### config.mk
export PLATFORM = sky130hd
export DESIGN_NAME = revo_word_receiver
export DESIGN_NICKNAME = d
export VERILOG_FILES = /design/src/rtl/revo_word_receiver_pkg.sv /design/src/rtl/revo_word_receiver_edge_finder.sv /design/src/rtl/revo_word_receiver.sv
export SDC_FILE = /design/constraint.sdc
export NUM_CORES = 1
export LEC_CHECK = 0
export CORE_MARGIN = 3
export CORE_UTILIZATION = 55
export CTS_BUF_LIST = sky130_fd_sc_hd__clkbuf_16
export DETAILED_ROUTE_END_ITERATION = 6
export HOLD_SLACK_MARGIN = 0.1
export PLACE_DENSITY = 0.76
export SKIP_LAST_GASP = 1
export SYNTH_ARGS = -nofsm -noshare
export SYNTH_HDL_FRONTEND = slang
export SYNTH_SLANG_ARGS = --single-unit
### constraint.sdc
create_clock -name clock -period 7.3 [get_ports clock]
set_input_delay 1.46 -clock clock [delete_from_list [all_inputs] [get_ports clock]]
set_output_delay 1.46 -clock clock [all_outputs]
set_load 0.01 [all_outputs]
### src/rtl/revo_word_receiver_pkg.sv
// revo_word_receiver_pkg
//   Shared definitions for the revolution-marker receive path.
//   - state_t              : receiver state machine encoding
//   - DEFAULT_WIDTH        : bits per deserialized word (shared with the transmitter)
//   - DEFAULT_REVO_PERIOD  : words between revo edges (shared with the transmitter)
//   - win_bit()            : maps a time-ordered bit position in a three-word
//                            window to its vector index (MSB = earliest bit)
package revo_word_receiver_pkg;

  typedef enum logic [1:0] {
    SEARCH  = 2'd0,
    CONFIRM = 2'd1,
    LOCKED  = 2'd2
  } state_t;

  localparam int DEFAULT_WIDTH       = 8;
  localparam int DEFAULT_REVO_PERIOD = 1280;

  // The window is {d3, d2, d1} with d3 the oldest word. Within each word the
  // MSB arrived first, so time position t (0 = earliest bit of d3) sits at
  // vector index 3*width-1-t. No bit reversal is ever needed.
  function automatic int win_bit(input int width, input int t);
    return 3 * width - 1 - t;
  endfunction

endpackage

### src/rtl/revo_word_receiver_edge_finder.sv
// revo_edge_finder
//   Three-word delay line behind the deserializer plus a priority encoder that
//   looks for a 0->1 revo edge inside the middle word (d2).
//   Ports:
//     clock     in   word clock
//     reset     in   synchronous, active-high; clears the delay line
//     word_in   in   deserialized word, MSB earliest in time
//     edge_hit  out  an edge qualifies somewhere in d2 (combinational)
//     edge_k    out  lowest qualifying offset from the d2 MSB (combinational)
module revo_edge_finder
  import revo_word_receiver_pkg::*;
#(
  parameter int WIDTH    = DEFAULT_WIDTH,
  parameter int MIN_ONES = 4,
  parameter int K_W      = 3
) (
  input  logic             clock,
  input  logic             reset,
  input  logic [WIDTH-1:0] word_in,
  output logic             edge_hit,
  output logic [K_W-1:0]   edge_k
);

  logic [WIDTH-1:0]   d1;
  logic [WIDTH-1:0]   d2;
  logic [WIDTH-1:0]   d3;
  logic [3*WIDTH-1:0] win;

  always_ff @(posedge clock) begin
    if (reset) begin
      d1 <= '0;
      d2 <= '0;
      d3 <= '0;
    end else begin
      d1 <= word_in;
      d2 <= d1;
      d3 <= d2;
    end
  end

  assign win = {d3, d2, d1};

  // Offset k in d2 is time position WIDTH+k. The preceding bit may live in d3
  // (k = 0) and the run of ones may spill into d1. Scanning from the highest
  // offset down lets the lowest qualifying offset overwrite the result last.
  always_comb begin
    logic qual;
    qual     = 1'b0;
    edge_hit = 1'b0;
    edge_k   = '0;
    for (int k = WIDTH - 1; k >= 0; k--) begin
      qual = ~win[win_bit(WIDTH, WIDTH + k - 1)];
      for (int j = 0; j < MIN_ONES; j++) begin
        qual = qual & win[win_bit(WIDTH, WIDTH + k + j)];
      end
      if (qual) begin
        edge_hit = 1'b1;
        edge_k   = K_W'(k);
      end
    end
  end

endmodule

### src/rtl/revo_word_receiver.sv
// revo_word_receiver
//   Finds the revo marker edge in the deserialized revo-line stream, confirms
//   that it recurs every REVO_PERIOD words at a fixed bit phase, then flywheels
//   a one-cycle revo strobe aligned to the marker.
//   Ports:
//     clock        in   word clock; everything runs on its rising edge
//     reset        in   synchronous, active-high
//     word_in      in   deserialized revo-line word, MSB earliest
//     revo_strobe  out  one-cycle pulse per revo slot while locked
//     locked       out  high while in LOCKED
//     bit_phase    out  edge offset from the word MSB, frozen while locked
//     revo_count   out  strobes since reset, wraps
//     error_count  out  bad/missing/unexpected edges seen while locked, saturates
//   Every output is registered; an edge in word_in shows up on the outputs
//   three clocks later.
module revo_word_receiver
  import revo_word_receiver_pkg::*;
#(
  parameter int WIDTH         = DEFAULT_WIDTH,
  parameter int REVO_PERIOD   = DEFAULT_REVO_PERIOD,
  parameter int MIN_ONES      = 4,
  parameter int LOCK_COUNT    = 4,
  parameter int UNLOCK_MISSES = 3
) (
  input  logic                     clock,
  input  logic                     reset,
  input  logic [WIDTH-1:0]         word_in,
  output logic                     revo_strobe,
  output logic                     locked,
  output logic [$clog2(WIDTH)-1:0] bit_phase,
  output logic [15:0]              revo_count,
  output logic [15:0]              error_count
);

  localparam int K_W    = $clog2(WIDTH);
  localparam int CNT_W  = $clog2(REVO_PERIOD);
  localparam int CONF_W = $clog2(LOCK_COUNT + 1);
  localparam int MISS_W = $clog2(UNLOCK_MISSES + 1);

  localparam logic [CNT_W-1:0]  CNT_RELOAD = CNT_W'(REVO_PERIOD - 1);
  localparam logic [CONF_W-1:0] CONF_LOCK  = CONF_W'(LOCK_COUNT);
  localparam logic [MISS_W-1:0] MISS_LIMIT = MISS_W'(UNLOCK_MISSES);

  logic              edge_hit;
  logic [K_W-1:0]    edge_k;
  state_t            state;
  logic [CNT_W-1:0]  cnt;
  logic [CONF_W-1:0] conf;
  logic [MISS_W-1:0] miss_run;

  logic              slot;
  logic              phase_match;
  logic [CONF_W-1:0] conf_next;
  logic [MISS_W-1:0] miss_next;
  logic [15:0]       error_bumped;

  revo_edge_finder #(
    .WIDTH    (WIDTH),
    .MIN_ONES (MIN_ONES),
    .K_W      (K_W)
  ) u_edge_finder (
    .clock    (clock),
    .reset    (reset),
    .word_in  (word_in),
    .edge_hit (edge_hit),
    .edge_k   (edge_k)
  );

  // slot marks the word where the next revo edge is due.
  assign slot         = (cnt == '0);
  assign phase_match  = edge_hit && (edge_k == bit_phase);
  assign conf_next    = conf + CONF_W'(1);
  assign miss_next    = miss_run + MISS_W'(1);
  assign error_bumped = (error_count == 16'hFFFF) ? error_count : error_count + 16'd1;

  always_ff @(posedge clock) begin
    if (reset) begin
      state       <= SEARCH;
      cnt         <= '0;
      conf        <= '0;
      miss_run    <= '0;
      revo_strobe <= 1'b0;
      locked      <= 1'b0;
      bit_phase   <= '0;
      revo_count  <= '0;
      error_count <= '0;
    end else begin
      revo_strobe <= 1'b0;
      case (state)
        SEARCH: begin
          if (edge_hit) begin
            bit_phase <= edge_k;
            cnt       <= CNT_RELOAD;
            conf      <= CONF_W'(1);
            state     <= CONFIRM;
          end
        end

        CONFIRM: begin
          if (slot && phase_match) begin
            cnt  <= CNT_RELOAD;
            conf <= conf_next;
            if (conf_next == CONF_LOCK) begin
              state       <= LOCKED;
              locked      <= 1'b1;
              miss_run    <= '0;
              revo_strobe <= 1'b1;
              revo_count  <= revo_count + 16'd1;
            end
          end else if (edge_hit) begin
            // Early, late or wrong-phase edge: start confirming from it.
            bit_phase <= edge_k;
            cnt       <= CNT_RELOAD;
            conf      <= CONF_W'(1);
          end else if (slot) begin
            state <= SEARCH;
          end else begin
            cnt <= cnt - CNT_W'(1);
          end
        end

        LOCKED: begin
          if (slot) begin
            // Flywheel: the strobe fires whether or not the edge showed up.
            cnt         <= CNT_RELOAD;
            revo_strobe <= 1'b1;
            revo_count  <= revo_count + 16'd1;
            if (phase_match) begin
              miss_run <= '0;
            end else begin
              error_count <= error_bumped;
              if (miss_next == MISS_LIMIT) begin
                state    <= SEARCH;
                locked   <= 1'b0;
                miss_run <= '0;
              end else begin
                miss_run <= miss_next;
              end
            end
          end else begin
            cnt <= cnt - CNT_W'(1);
            // An edge between slots is only counted; timing is not disturbed.
            if (edge_hit) begin
              error_count <= error_bumped;
            end
          end
        end

        default: begin
          state <= SEARCH;
        end
      endcase
    end
  end

endmodule

==> Implementation_results.wiki <==
{| class="wikitable"
! Metric !! Value
|-
| Status || complete, no violations
|-
| Routability congestion estimate || 0.807
|-
| Critical path's slowest cell || nor3_2
|-
| Filler Cell Count || 542
|-
| Number of max-slew violations in the final report || 0
|-
| Pleak || 1.56 nW
|-
| Count of flip-flops with a built-in enable after synthesis || 0
|-
| Unrepaired setup endpoints after global routing || no
|-
| Row count || 29
|-
| Overall overflow remaining after global route || 0
|-
| Rel. slew slack || between 20% and 30%
|-
| Count of hold-fix buffers inserted at cts || 0
|-
| Number of violations of the max-capacitance limit || 0
|-
| Number of antenna violations at the first check in global routing || 0
|-
| Drt first pass iters || 4
|-
| Worst Clk Skew || 0.00647 ns
|-
| Height of the die || 88.7 um
|-
| Synthesized flop and latch total || 72
|-
| PnR Total Power || about 1 mW
|-
| CTS tree || yes
|-
| Count of nets left with antenna violations after detail routing || 0
|-
| Netlist area before placement || roughly 3800 um2
|-
| Combinational share of power || 17.7%
|-
| Io pins || 47
|-
| Yosys warning count || 0
|-
| Register clock-pin slew on the reported worst setup and hold paths || around 0.06 ns
|-
| Min-Delay Path Class || flip-flop to flip-flop
|-
| Pin count of the biggest net entering global routing || 99
|-
| Cell Int Power || 0.694 mW
|-
| Initial Utilization || 57.9%
|-
| Delay of the slowest cell on the worst path || around 0.95 ns
|-
| Wire length of the first global-routing pass || between 10000 and 15000 um
|-
| Worst Path Max Fanout || 22
|-
| Library cells used by synthesis || 55
|-
| Number of diodes added for antenna fixing || 0
|-
| Number of cells upsized or downsized after cts || 0
|-
| Largest voltage drop on the vdd net || 0.138 mV
|-
| Startpoint class of the critical path || flip-flop
|-
| Slew @ Worst Pin || around 1.2 ns
|-
| Register share of total power || 42.2%
|-
| GRT Resource Usage Total || 20.9%
|-
| Crit path kind || flip-flop to flip-flop
|-
| Final hold violations || 0
|-
| Clock period minus worst slack || approximately 3.2 ns
|-
| Fraction of registers with async set or reset after synthesis || 0%
|-
| Post-DP HPWL || about 5300 um
|-
| Endpoint arrival time on the critical path || 3.42 ns
|-
| Chip width || 88.7 um
|-
| Number of nets in the layout || 503
|-
| Multi-input gate area || 2160 um2
|-
| DRC errors left || 0
|-
| Cell area after placement || 4200 um2
|-
| Synthesized netlist cell count || 450
|-
| Commonest register cell after synthesis || dfxtp_1
|-
| Post-route clock period utilization || 43.7%
|-
| Ratio of routed vias to standard cells || about 5.8
|-
| Average wire per standard cell || 13.7 um
|-
| Full die area || 7860 um2
|-
| Detailed router's first-iteration violation count || about 150
|-
| Seq. cell area || 1440 um2
|-
| Net count of the mapped netlist || 469
|-
| Net switching power of the design || 0.302 mW
|-
| Maximum clock path buffer count || 2
|-
| Total wire length || ~7800 um
|-
| CTS buffer count || 9
|-
| Avg Inst Size Synth || roughly 8.4 um2
|-
| Post-CTS setup-driven buffer insertion count || 0
|-
| Worst skew pair latency || 0.33 ns
|-
| Sink Count || 72
|-
| Area of the core || 6490 um2
|-
| Post-layout util || approximately 69%
|-
| Fraction of layout instances using a drive strength above 1 || 10.0%
|-
| Post-route cell area || 4480 um2
|-
| Switching share of total power || a little under a third
|-
| Power density normalized to cell area || 223 nW/um2
|-
| Setup-violating endpoint count in the final report || 0
|-
| IO buf count || 46
|-
| Max Clk Rate || 0.313 GHz
|-
| CP Cell Sequence || inv_1 > ha_1 > nor3b_2 > nand3_2 > or3_1 > nor3_2 > nor3b_1 > mux2_2
|-
| Cell at the root of the clock tree || clkbuf_16
|-
| CP endpoint kind || flip-flop
|-
| Endpoint required time on the critical path || 7.52 ns
|-
| Count of vias placed by the detailed router || 3300
|-
| Number of levels the H-tree was split into || 3
|-
| Sum Neg Setup Slack || 0 ns
|-
| Sequential share of the synthesized area || 38.3%
|-
| Via count of the first global-routing pass || 3049
|-
| Relative area change from synthesis to final layout || 19.1%
|-
| Power share of the clock group || approximately 40%
|}
-- kinds of logic after synthesis --
group / count (synthesis) / share of synthesized area [%]
AO/OA/AOI/OAI: 84 / 14.0
XOR/XNOR: 3 / 0.699
adder cells (fa/ha/maj): 9 / 3.00
buffers and inverters: 35 / 4.19
flip-flops: 72 / 38.3
multiplexers: 23 / 6.82
AND/OR/NAND/NOR: 224 / 32.9
-- placed cells by master, fill, tap and decap left out, drive strengths merged, types with 3 or more instances in the layout --
master and count:
clkdlybuf4s50 45, clkinvlp 3, nor4 3, o22ai 3
nor3b 5, nand4 10, mux2 18, mux2i 5
nand2 42, dfxtp 72, and3 5, and4 3
ha 9, nand2b 8, inv 13, or3 5
and2 4, or4 12, nand3 16, o21ai 24
nor2b 40, nor2 43, o31ai 7, clkbuf 9
a21oi 31, nor3 17, nand3b 5
-- area by class of cell --
type | instances | area share (%)
Sequential cell | 72 | 32.2
Timing Repair Buffer | 47 | 10.3
Tap cell | 77 | 2.15
Multi-Input combinational cell | 343 | 48.3
Clock buffer | 9 | 5.03
Inverter | 11 | 0.923
Clock inverter | 7 | 1.09
-- layer usage --
layer | up-vias | GRT usage [%] | routed length [um]
met5 | - | 0 | 0
met4 | 0 | 9.34 | 116
met3 | 12 | 5.12 | 269
met2 | 66 | 32.2 | 3620
met1 | 1546 | 27.5 | 3760
li1 | 1676 | - | -
-- final timing paths --
kind	depth (start not counted)	start	end	slack, ns
worst max-delay path	8	cnt[0]$_SDFFE_PP0P_	error_count[0]$_SDFFE_PP0P_	4.11
worst min-delay path	1	u_edge_finder.d1[4]$_SDFF_PP0_	u_edge_finder.d2[4]$_SDFF_PP0_	0.43
worst max register to register	8	cnt[0]$_SDFFE_PP0P_	error_count[0]$_SDFFE_PP0P_	4.11
worst min register to register	1	u_edge_finder.d1[4]$_SDFF_PP0_	u_edge_finder.d2[4]$_SDFF_PP0_	0.43
-- Yosys cell counts, types with 11 or more instances --
cell / instances / area share, %
mux2_2: 18 / 5.4
nor3_1: 13 / 1.7
o21ai_0: 24 / 3.2
nand3_1: 15 / 2.0
nor2_1: 43 / 4.3
clkbuf_1: 17 / 1.7
inv_1: 11 / 1.1
a21oi_1: 31 / 4.1
dfxtp_1: 72 / 38
nand2_1: 41 / 4.1
nor2b_1: 40 / 6.7
or4_1: 12 / 2.4
-- worst max-delay path: cells and delay by family (launching register included) --
kind / cells / cell delay, ns
multiplexers: 1 / 0.33
AND/OR/NAND/NOR: 5 / 2.16
adder cells (fa/ha/maj): 1 / 0.18
buffers and inverters: 1 / 0.08
flip-flops: 1 / 0.33
-- power by group through the flow --
stage | registers, mW | clock network, mW | logic [mW]
finish | 0.421 | 0.400 | 0.176
CTS | 0.420 | 0.409 | 0.175
global placement | 0.428 | 0 | 0.170
global route | 0.422 | 0.426 | 0.198
floorplan | 0.425 | 0 | 0.152
detailed placement | 0.429 | 0 | 0.173
-- metrics by stage --
stage                     setup slack (ns)  hold WS (ns)  std cells
after floorplan                       4.59         0.414        450
after global placement                4.29         0.421        550
after detailed placement              4.16         0.425        550
after CTS                             4.14         0.439        566
after global routing                  3.90         0.445        566
final                                 4.11         0.435        566
-- sequential cells by signal, indices dropped and copies added (netlist names) --
register          count
bit_phase             3
cnt                  11
conf                  3
error_count          16
locked                1
miss_run              2
revo_count           16
revo_strobe           1
state                 2
u_edge_finder.d1      8
u_edge_finder.d2      8
u_edge_finder.d3      1
Power figures use the tool's default switching activity.
